**config.mk**
```make
export PLATFORM = sky130hd
export DESIGN_NAME = soric_data_xbar
export DESIGN_NICKNAME = d
export VERILOG_FILES = /design/src/rtl/soric_data_xbar.sv
export SDC_FILE = /design/constraint.sdc
export NUM_CORES = 1
export LEC_CHECK = 0
export BUFFER_PORTS_ARGS = -buffer_cell sky130_fd_sc_hd__buf_4
export CAP_MARGIN = 20
export CORE_AREA = 3 3 220 222
export DETAILED_ROUTE_END_ITERATION = 16
export DIE_AREA = 0 0 223 225
export PLACE_DENSITY_LB_ADDON = 0.25
export SYNTH_ARGS = -nofsm -noshare
export SYNTH_HDL_FRONTEND = slang
export SYNTH_SLANG_ARGS = --single-unit
```
**constraint.sdc**
```tcl
create_clock -name wb_clk_i -period 1.6 [get_ports wb_clk_i]
set_input_delay 0.08 -clock wb_clk_i [delete_from_list [all_inputs] [get_ports wb_clk_i]]
set_output_delay 0.08 -clock wb_clk_i [all_outputs]
set_load 0.03 [all_outputs]
```
**src/rtl/soric_data_xbar.sv**
```systemverilog
// Data-bus crossbar: NCORE OBI-style masters onto NSRAM single-cycle SRAM banks with per-bank round-robin.
// Optional per-bank conflict counters are built when SORIC_XBAR_PERF_EN is defined.
module soric_data_xbar #(
  parameter int unsigned NCORE       = 2,
  parameter int unsigned NSRAM       = 4,
  parameter int unsigned D_ADDR_W    = 14,
  parameter int unsigned SRAM_ADDR_W = 11
) (
  input  logic                         wb_clk_i,
  input  logic                         wb_rst_i,
  input  logic [NCORE-1:0]             m_req_i,
  input  logic [NCORE*D_ADDR_W-1:0]    m_addr_i,
  input  logic [NCORE-1:0]             m_we_i,
  input  logic [NCORE*4-1:0]           m_be_i,
  input  logic [NCORE*32-1:0]          m_wdata_i,
  output logic [NCORE-1:0]             m_gnt_o,
  output logic [NCORE-1:0]             m_rvalid_o,
  output logic [NCORE*32-1:0]          m_rdata_o,
  output logic [NCORE-1:0]             m_err_o,
  output logic [NSRAM-1:0]             s_req_o,
  output logic [NSRAM*SRAM_ADDR_W-1:0] s_addr_o,
  output logic [NSRAM-1:0]             s_we_o,
  output logic [NSRAM*4-1:0]           s_be_o,
  output logic [NSRAM*32-1:0]          s_wdata_o,
  input  logic [NSRAM*32-1:0]          s_rdata_i,
  output logic [NSRAM*16-1:0]          conflict_cnt_o
);

  localparam int unsigned BANK_W = (NSRAM > 1) ? $clog2(NSRAM) : 1;
  localparam int unsigned PTR_W  = (NCORE > 1) ? $clog2(NCORE) : 1;
  localparam int unsigned HI_LSB = SRAM_ADDR_W + BANK_W;

  logic [D_ADDR_W-1:0] m_addr   [NCORE];
  logic [BANK_W-1:0]   m_bank   [NCORE];
  logic [NCORE-1:0]    m_oor;
  logic [NCORE-1:0]    bank_req [NSRAM];
  logic [NSRAM-1:0]    bank_hit;
  logic [PTR_W-1:0]    bank_win [NSRAM];
  logic [PTR_W-1:0]    ptr_q    [NSRAM];
  logic [PTR_W-1:0]    ptr_d    [NSRAM];
  logic [NCORE-1:0]    gnt;

  logic [NCORE-1:0]    rsp_pending_q, rsp_pending_d;
  logic [NCORE-1:0]    rsp_err_q, rsp_err_d;
  logic [NCORE-1:0]    rsp_we_q;
  logic [BANK_W-1:0]   rsp_bank_q [NCORE];

  // Address decode: bank field plus an out-of-range flag for any bit above it.
  always_comb begin
    for (int unsigned m = 0; m < NCORE; m++) begin
      m_addr[m] = m_addr_i[m*D_ADDR_W +: D_ADDR_W];
      m_bank[m] = m_addr[m][SRAM_ADDR_W +: BANK_W];
      m_oor[m]  = |(m_addr[m] >> HI_LSB);
    end
    for (int unsigned b = 0; b < NSRAM; b++) begin
      for (int unsigned m = 0; m < NCORE; m++) begin
        bank_req[b][m] = m_req_i[m] & ~m_oor[m] & (m_bank[m] == BANK_W'(b));
      end
    end
  end

  // Per-bank round-robin: first requester at or after the pointer, wrapping.
  always_comb begin
    int unsigned idx;
    int unsigned w;
    idx       = 0;
    w         = 0;
    gnt       = m_req_i & m_oor;
    bank_hit  = '0;
    s_req_o   = '0;
    s_addr_o  = '0;
    s_we_o    = '0;
    s_be_o    = '0;
    s_wdata_o = '0;
    for (int unsigned b = 0; b < NSRAM; b++) begin
      bank_win[b] = '0;
      ptr_d[b]    = ptr_q[b];
    end
    for (int unsigned b = 0; b < NSRAM; b++) begin
      for (int unsigned k = 0; k < NCORE; k++) begin
        idx = 32'(ptr_q[b]) + k;
        if (idx >= NCORE) idx = idx - NCORE;
        if (!bank_hit[b] && bank_req[b][idx]) begin
          bank_hit[b] = 1'b1;
          bank_win[b] = PTR_W'(idx);
        end
      end
      if (bank_hit[b]) begin
        w = 32'(bank_win[b]);
        gnt[w] = 1'b1;
        s_req_o[b]                            = 1'b1;
        s_addr_o[b*SRAM_ADDR_W +: SRAM_ADDR_W] = m_addr[w][SRAM_ADDR_W-1:0];
        s_we_o[b]                             = m_we_i[w];
        s_be_o[b*4 +: 4]                      = m_be_i[w*4 +: 4];
        s_wdata_o[b*32 +: 32]                 = m_wdata_i[w*32 +: 32];
        ptr_d[b] = (w + 1 >= NCORE) ? '0 : PTR_W'(w + 1);
      end
    end
  end

  assign m_gnt_o       = gnt;
  assign rsp_pending_d = gnt;
  assign rsp_err_d     = m_req_i & m_oor;

  always_ff @(posedge wb_clk_i) begin
    if (wb_rst_i) begin
      rsp_pending_q <= '0;
      rsp_err_q     <= '0;
      rsp_we_q      <= '0;
      for (int unsigned m = 0; m < NCORE; m++) rsp_bank_q[m] <= '0;
      for (int unsigned b = 0; b < NSRAM; b++) ptr_q[b] <= '0;
    end else begin
      rsp_pending_q <= rsp_pending_d;
      rsp_err_q     <= rsp_err_d;
      rsp_we_q      <= m_we_i;
      for (int unsigned m = 0; m < NCORE; m++) rsp_bank_q[m] <= m_bank[m];
      for (int unsigned b = 0; b < NSRAM; b++) ptr_q[b] <= ptr_d[b];
    end
  end

  // Read data only for in-range reads; writes and errors return zero.
  always_comb begin
    m_rdata_o = '0;
    for (int unsigned m = 0; m < NCORE; m++) begin
      if (rsp_pending_q[m] && !rsp_err_q[m] && !rsp_we_q[m]) begin
        m_rdata_o[m*32 +: 32] = s_rdata_i[32'(rsp_bank_q[m])*32 +: 32];
      end
    end
  end

  assign m_rvalid_o = rsp_pending_q;
  assign m_err_o    = rsp_err_q;

`ifdef SORIC_XBAR_PERF_EN
  logic [NSRAM-1:0] conflict;
  logic [15:0]      cnt_q [NSRAM];

  always_comb begin
    conflict = '0;
    for (int unsigned b = 0; b < NSRAM; b++) begin
      conflict[b] = |(bank_req[b] & ~(NCORE'(1) << bank_win[b]));
    end
  end

  always_ff @(posedge wb_clk_i) begin
    if (wb_rst_i) begin
      for (int unsigned b = 0; b < NSRAM; b++) cnt_q[b] <= '0;
    end else begin
      for (int unsigned b = 0; b < NSRAM; b++) begin
        if (conflict[b] && (cnt_q[b] != 16'hFFFF)) cnt_q[b] <= cnt_q[b] + 16'd1;
      end
    end
  end

  always_comb begin
    conflict_cnt_o = '0;
    for (int unsigned b = 0; b < NSRAM; b++) conflict_cnt_o[b*16 +: 16] = cnt_q[b];
  end
`else
  assign conflict_cnt_o = '0;
`endif

endmodule

```
=== Word level (Yosys, flattened, before mapping) ===
Memories as Yosys holds them, arrays and structs flattened.
Cells that the tools add are included.

* Bits in registers: 6
* Latch bits: 0
* RAM bits: 8
* ROM bits: 0
* Output and inout port bits: 330
* Word-level logic and storage cells: 229
* Memories kept: 2

* Add/subtract/negate cells: 16
* Multipliers: 0
* Divide/modulo/power cells: 0
* $lt $le $gt $ge: 32
* Eq/ne operators: 6
* Shift-type cells: 10
* Muxes and demuxes: 111
* Bitwise gates (word level): 27
* Reduce and logical (&&, ||, !) cells: 22

{| class="wikitable"
|+ Memories
! name !! depth !! width !! read ports !! clocked after Yosys merged registers in !! wr ports !! line !! text
|-
| ptr_q || 4 || 1 || 4 || 0 || 4 || 39 || <nowiki>logic [PTR_W-1:0] ptr_q [NSRAM];</nowiki>
|-
| rsp_bank_q || 2 || 2 || 2 || 0 || 2 || 46 || <nowiki>logic [BANK_W-1:0] rsp_bank_q [NCORE];</nowiki>
|}

{| class="wikitable"
|+ Operators by type and width
! kind !! number
|-
| $mux 32 || 14
|-
| $lt 32x2->1 const B || 8
|-
| $shiftx 128x8->32 || 2
|-
| $shiftx 64x7->32 || 4
|-
| $mux 11 || 16
|-
| $ge 33x2->1 const B || 4
|-
| $not 1->33 || 4
|-
| $ge 32x2->1 const B || 4
|-
| $mux 1 || 67
|-
| $shiftx 8x4->4 || 4
|-
| $add 1x1->2 const B || 8
|-
| $mux 4 || 4
|-
| $logic_and 1x1->1 || 12
|-
| $mux 2 || 6
|-
| $sub 1x2->3 const B || 4
|-
| $sub 2x2->3 const B || 4
|-
| $and 1x1->1 || 10
|-
| $eq 2x2->1 const B || 4
|-
| $ge 1x2->1 const B || 4
|-
| $ge 2x2->1 const B || 4
|-
| $logic_not 1->1 || 8
|-
| $lt 1x2->1 const B || 4
|-
| $or 2x2->2 || 4
|-
| $or 1x1->1 || 6
|-
| 6 further kinds || 15
|}

=== Longest topological paths before layout ===
* Word-level depth: 21
* Mapped depth: 5
* Mapped depth without buffers: 3

=== Worst setup path before layout ===
Ideal clock, no wire load.

* Path kind: register to output
* From: reg rsp_pending_q[0] (netlist: m_rvalid_o[0])
* To: out m_rdata_o[10]
* Arrival time: 1594 ps
* Data required time: 1520 ps
* Path slack: -74 ps
* Cell stages (with the launch flop): 4
* Buffers on the path: 1
* Path through: dfxtp_1 or3b_1 clkbuf_1 nor2b_1

* Word-level cells in the longest chain between the ends: 3

{| class="wikitable"
|+ RTL lines
! item !! line !! text
|-
| start: declaration || 43 || <nowiki>logic [NCORE-1:0] rsp_pending_q, rsp_pending_d;</nowiki>
|-
| start signal: assignment || 113 || <nowiki>rsp_pending_q <= rsp_pending_d;</nowiki>
|-
| $logic_and 1x1->1 (2 in a row) || 125 || <nowiki>if (rsp_pending_q[m] && !rsp_err_q[m] && !rsp_we_q[m]) begin</nowiki>
|-
| $mux 32 || 125 ||
|-
| end: declaration || 18 || <nowiki>output logic [NCORE*32-1:0] m_rdata_o,</nowiki>
|}

Every way passes these cells.

==> summary.md <==
| Metric | Value |
|---|---|
| Clk Latency, worst-skew pair | about 240 ps |
| Failing checks | negative setup slack |
| Syn avg cell area | 9.55 um^2 |
| Fin Hold WS | between 100 and 150 ps |
| Ant diodes | 0 |
| Unrepaired setup endpoints after global routing | yes |
| Number of port buffers | about 500 |
| Drc violations | 0 |
| Routability cong. | about 0.83 |
| Synth Area in Simple Gates | 0.142 |
| Pwr dens | approximately 330 mW/mm^2 |
| Cell count after synthesis | 530 |
| Initial antenna violation count | 1 |
| First-pass GRT wire length | 52.8 mm |
| Slew Viols, Final | 0 |
| IO Pins | approximately 560 |
| Die ar. | between 0.05 and 0.06 mm^2 |
| Worst Skew | 5.77 ps |
| Hold Path End | ptr_q[3] |
| Capture point of the worst reg-to-reg path | m_rvalid_o[1] |
| Crit path DAT | ~1700 ps |
| Vias in the first global route | between 7k and 8k |
| Final setup vio count | approximately 160 |
| Status | finished, violations left |
| Total gr overflow | 0 |
| Min-delay src | wb_rst_i |
| CTS tree | yes |
| Fin crit period | between 1500 and 2000 ps |
| Max Freq | about 0.55 GHz |
| Die width | 223 um |
| Fillers | 4922 |
| Synthesis Warnings | 0 |
| Multiplexer share of the synthesized area | 0.285 |
| Xor/xnor share of the synthesized area | 0 |
| Critical path's slowest cell | mux4_2 |
| Clock group share of total power | 0.110 |
| Reg2reg setup slack | slightly above 500 ps |
| H-tree Lvls | 1 |
| Layout area overhead | 155% |
| Max-Cap Viols | 0 |
| Hold Crit Depth | 2 |
| Initial DRC count | approximately 230 |
| Adder-cell share of the synthesized area | 0 |
| Worst VDD drop | approximately 0.24 mV |
| Net Sw Frac | 0.440 |
| ANT nets after route | 0 |
| Sequential cell area | ~300 um^2 |
| Net total in the final layout | about 1.4k |
| Die H | 225 um |
| Internal power | between 0.002 and 0.0025 W |
| Fraction of layout cells with a size suffix above 1 | 0.730 |
| Final std cells w/o fill | about 1.7k |
| Largest family of logic cells by synthesized area | compound AO/OA/AOI/OAI gates |
| Drt pass-1 iters | 4 |
| Post-synthesis compound-gate area fraction | 0.361 |
| Seq/Total Area, Yosys | 0.0554 |
| Num CTS Buffers | 3 |
| Post-Syn Area | between 0.005 and 0.006 mm^2 |
| CP endpoint kind | primary output |
| Area of the multi-input gates | ~0.0048 mm^2 |
| Clk sinks | 14 |
| Drt total wl | 39.0 mm |
| Hold Path Class | in -> reg |
| Max Fanout on Critical Path | 6 |
| HPWL Detailed | around 28 mm |
| Beginning of the worst register-to-register path | ptr_q[3] |
| Clock transition at path regs | 50 ps |
| Reg2Reg Depth | 3 |
| GRT Overall Usage | 0.137 |
| Slowest stage delay, CP | roughly 500 ps |
| Logic pwr share | 0.800 |
| Critical path type | reg -> out |
| Seq pwr share | 0.090 |
| Core Area | between 0.04 and 0.05 mm^2 |
| Crit share post-route | 1.14 |
| Post-DP Area | slightly above 0.01 mm^2 |
| DR vias | 7417 |
| Vias per inst | 4.27 |
| Cell variety after synth | 29 |
| Net switching power | ~0.0019 W |
| WP data required | roughly 1500 ps |
| Critical Path Source Type | flip-flop |
| Final instance area | ~0.013 mm^2 |
| Placement row count | 79 |
| Final WS setup | -223 ps |
| Leak | ~5.8 nW |
| Cell count after placement | about 1.7k |
| Largest net degree at the start of global routing | 33 |
| Starting density of the core | 0.109 |
| Seq cells post-synth | 14 |
| Hold-fix buffers, CTS | 0 |
| Worst-path cell chain | buf_12 > clkbuf_16 > mux4_2 > nor2b_4 > buf_6 |
| CTS Root Cell | clkbuf_16 |
| Final hold vios | 0 |
| CTS Buffer Depth | 2 |
| Routed len/inst | ~22 um |
[worst max-delay path by stage]
stage                          start       endpoint  slack [ps]
floorplan              m_rvalid_o[0]  m_rdata_o[10]         -30
global placement    rsp_bank_q[0][2]  m_rdata_o[48]         -70
detailed placement  rsp_bank_q[0][2]  m_rdata_o[48]         -90
CTS                 rsp_bank_q[0][2]  m_rdata_o[36]        -250
global route        rsp_bank_q[0][2]  m_rdata_o[58]        -280
finish              rsp_bank_q[0][0]  m_rdata_o[21]        -220
[cells by family (layout without fill, tap and decap cells)]
| family | count (synthesis) | after routing |
|---|---|---|
| AND/OR/NAND/NOR | 106 | 106 |
| multiplexers | 64 | 64 |
| AO/OA/AOI/OAI | 216 | 216 |
| flip-flops | 14 | 14 |
| buffers and inverters | 129 | 664 |
| other | 1 | 64 |
[Yosys cell counts, drive strengths merged]
library cell / n / area (um^2)
a41oi: 2 / 17.5
nand4bb: 4 / 45.0
nor2b: 72 / 450
o2bb2ai: 1 / 8.76
o21ai: 6 / 30.0
dfxtp: 14 / 280
nand4b: 2 / 17.5
nand2: 12 / 45.0
and4bb: 4 / 50.1
clkbuf: 24 / 90.1
a21oi: 13 / 72.6
inv: 4 / 15.0
nand4: 2 / 12.5
conb: 1 / 3.75
o22ai: 1 / 6.26
a21bo: 1 / 10.0
a22o: 192 / 1680
or3b: 2 / 17.5
mux4: 64 / 1440
buf: 101 / 684
or4b: 2 / 20.0
and2: 2 / 12.5
and4b: 2 / 20.0
nor4b: 2 / 30.0
[state kept, by name (all words and copies together) (netlist names)]
register	flops
m_err_o	2
m_rvalid_o	2
ptr_q	4
rsp_bank_q	4
rsp_we_q	2
[area by class of cell]
cell class	instances	area share
clock buffers	3	0.00581
inverters	4	0.00135
multi-input cells	450	0.369
flip-flops and latches	14	0.0232
well taps	607	0.0587
repair buffers	657	0.542
[repair_timing]
item,CTS,global route
buffers inserted,33,10
setup endpoints to repair,211,250
gates cloned,22,9
pin swaps,71,98
gates resized for setup,283,121
[power groups by stage]
stage                     clock network, W  logic, W  registers (W)
final                             0.000469   0.00340       0.000384
after detailed placement                 0   0.00288       0.000392
after global routing              0.000493   0.00357       0.000387
after CTS                         0.000475   0.00330       0.000384
after floorplan                          0   0.00157       0.000394
after global placement                   0   0.00288       0.000392
[metrics by stage]
step                TNS [ps]   util  worst slack, ps  power [W]
floorplan              -2000      -            -33.3    0.00197
global placement       -2770  0.223            -65.6    0.00327
detailed placement     -3370  0.223            -94.1    0.00327
CTS                   -21860  0.266             -247    0.00415
global route          -26230  0.278             -281    0.00445
finish                -15180  0.278             -223    0.00425
[worst max-delay path, delay by kind of cell (launching register included)]
family / cells / cell delay, ps
DFF: 1 / 380
and+or+nand+nor: 1 / 140
buffers and inverters: 3 / 470
muxes: 1 / 500
[placed cells by master (no fill, tap or decap), types with 5 or more instances in the layout]
master	count
buf_4	307
buf_6	276
a22o_1	187
mux4_2	64
conb_1	64
buf_12	39
nor2b_4	36
nor2b_2	24
buf_16	17
nand2_1	12
nor2b_1	12
clkbuf_16	11
buf_8	10
a21oi_4	8
dfxtp_1	6
a22o_4	5
o21ai_0	5
a21oi_1	5
[routing by layer]
layer / GRT usage / wire length [um] / up-vias
met4: 0.0285 / 749 / 2
met5: 0 / 13 / -
li1: - / - / 3263
met3: 0.0289 / 2920 / 37
met1: 0.153 / 14200 / 3708
met2: 0.267 / 21100 / 407
No activity file was read; power rests on OpenSTA's default activity.
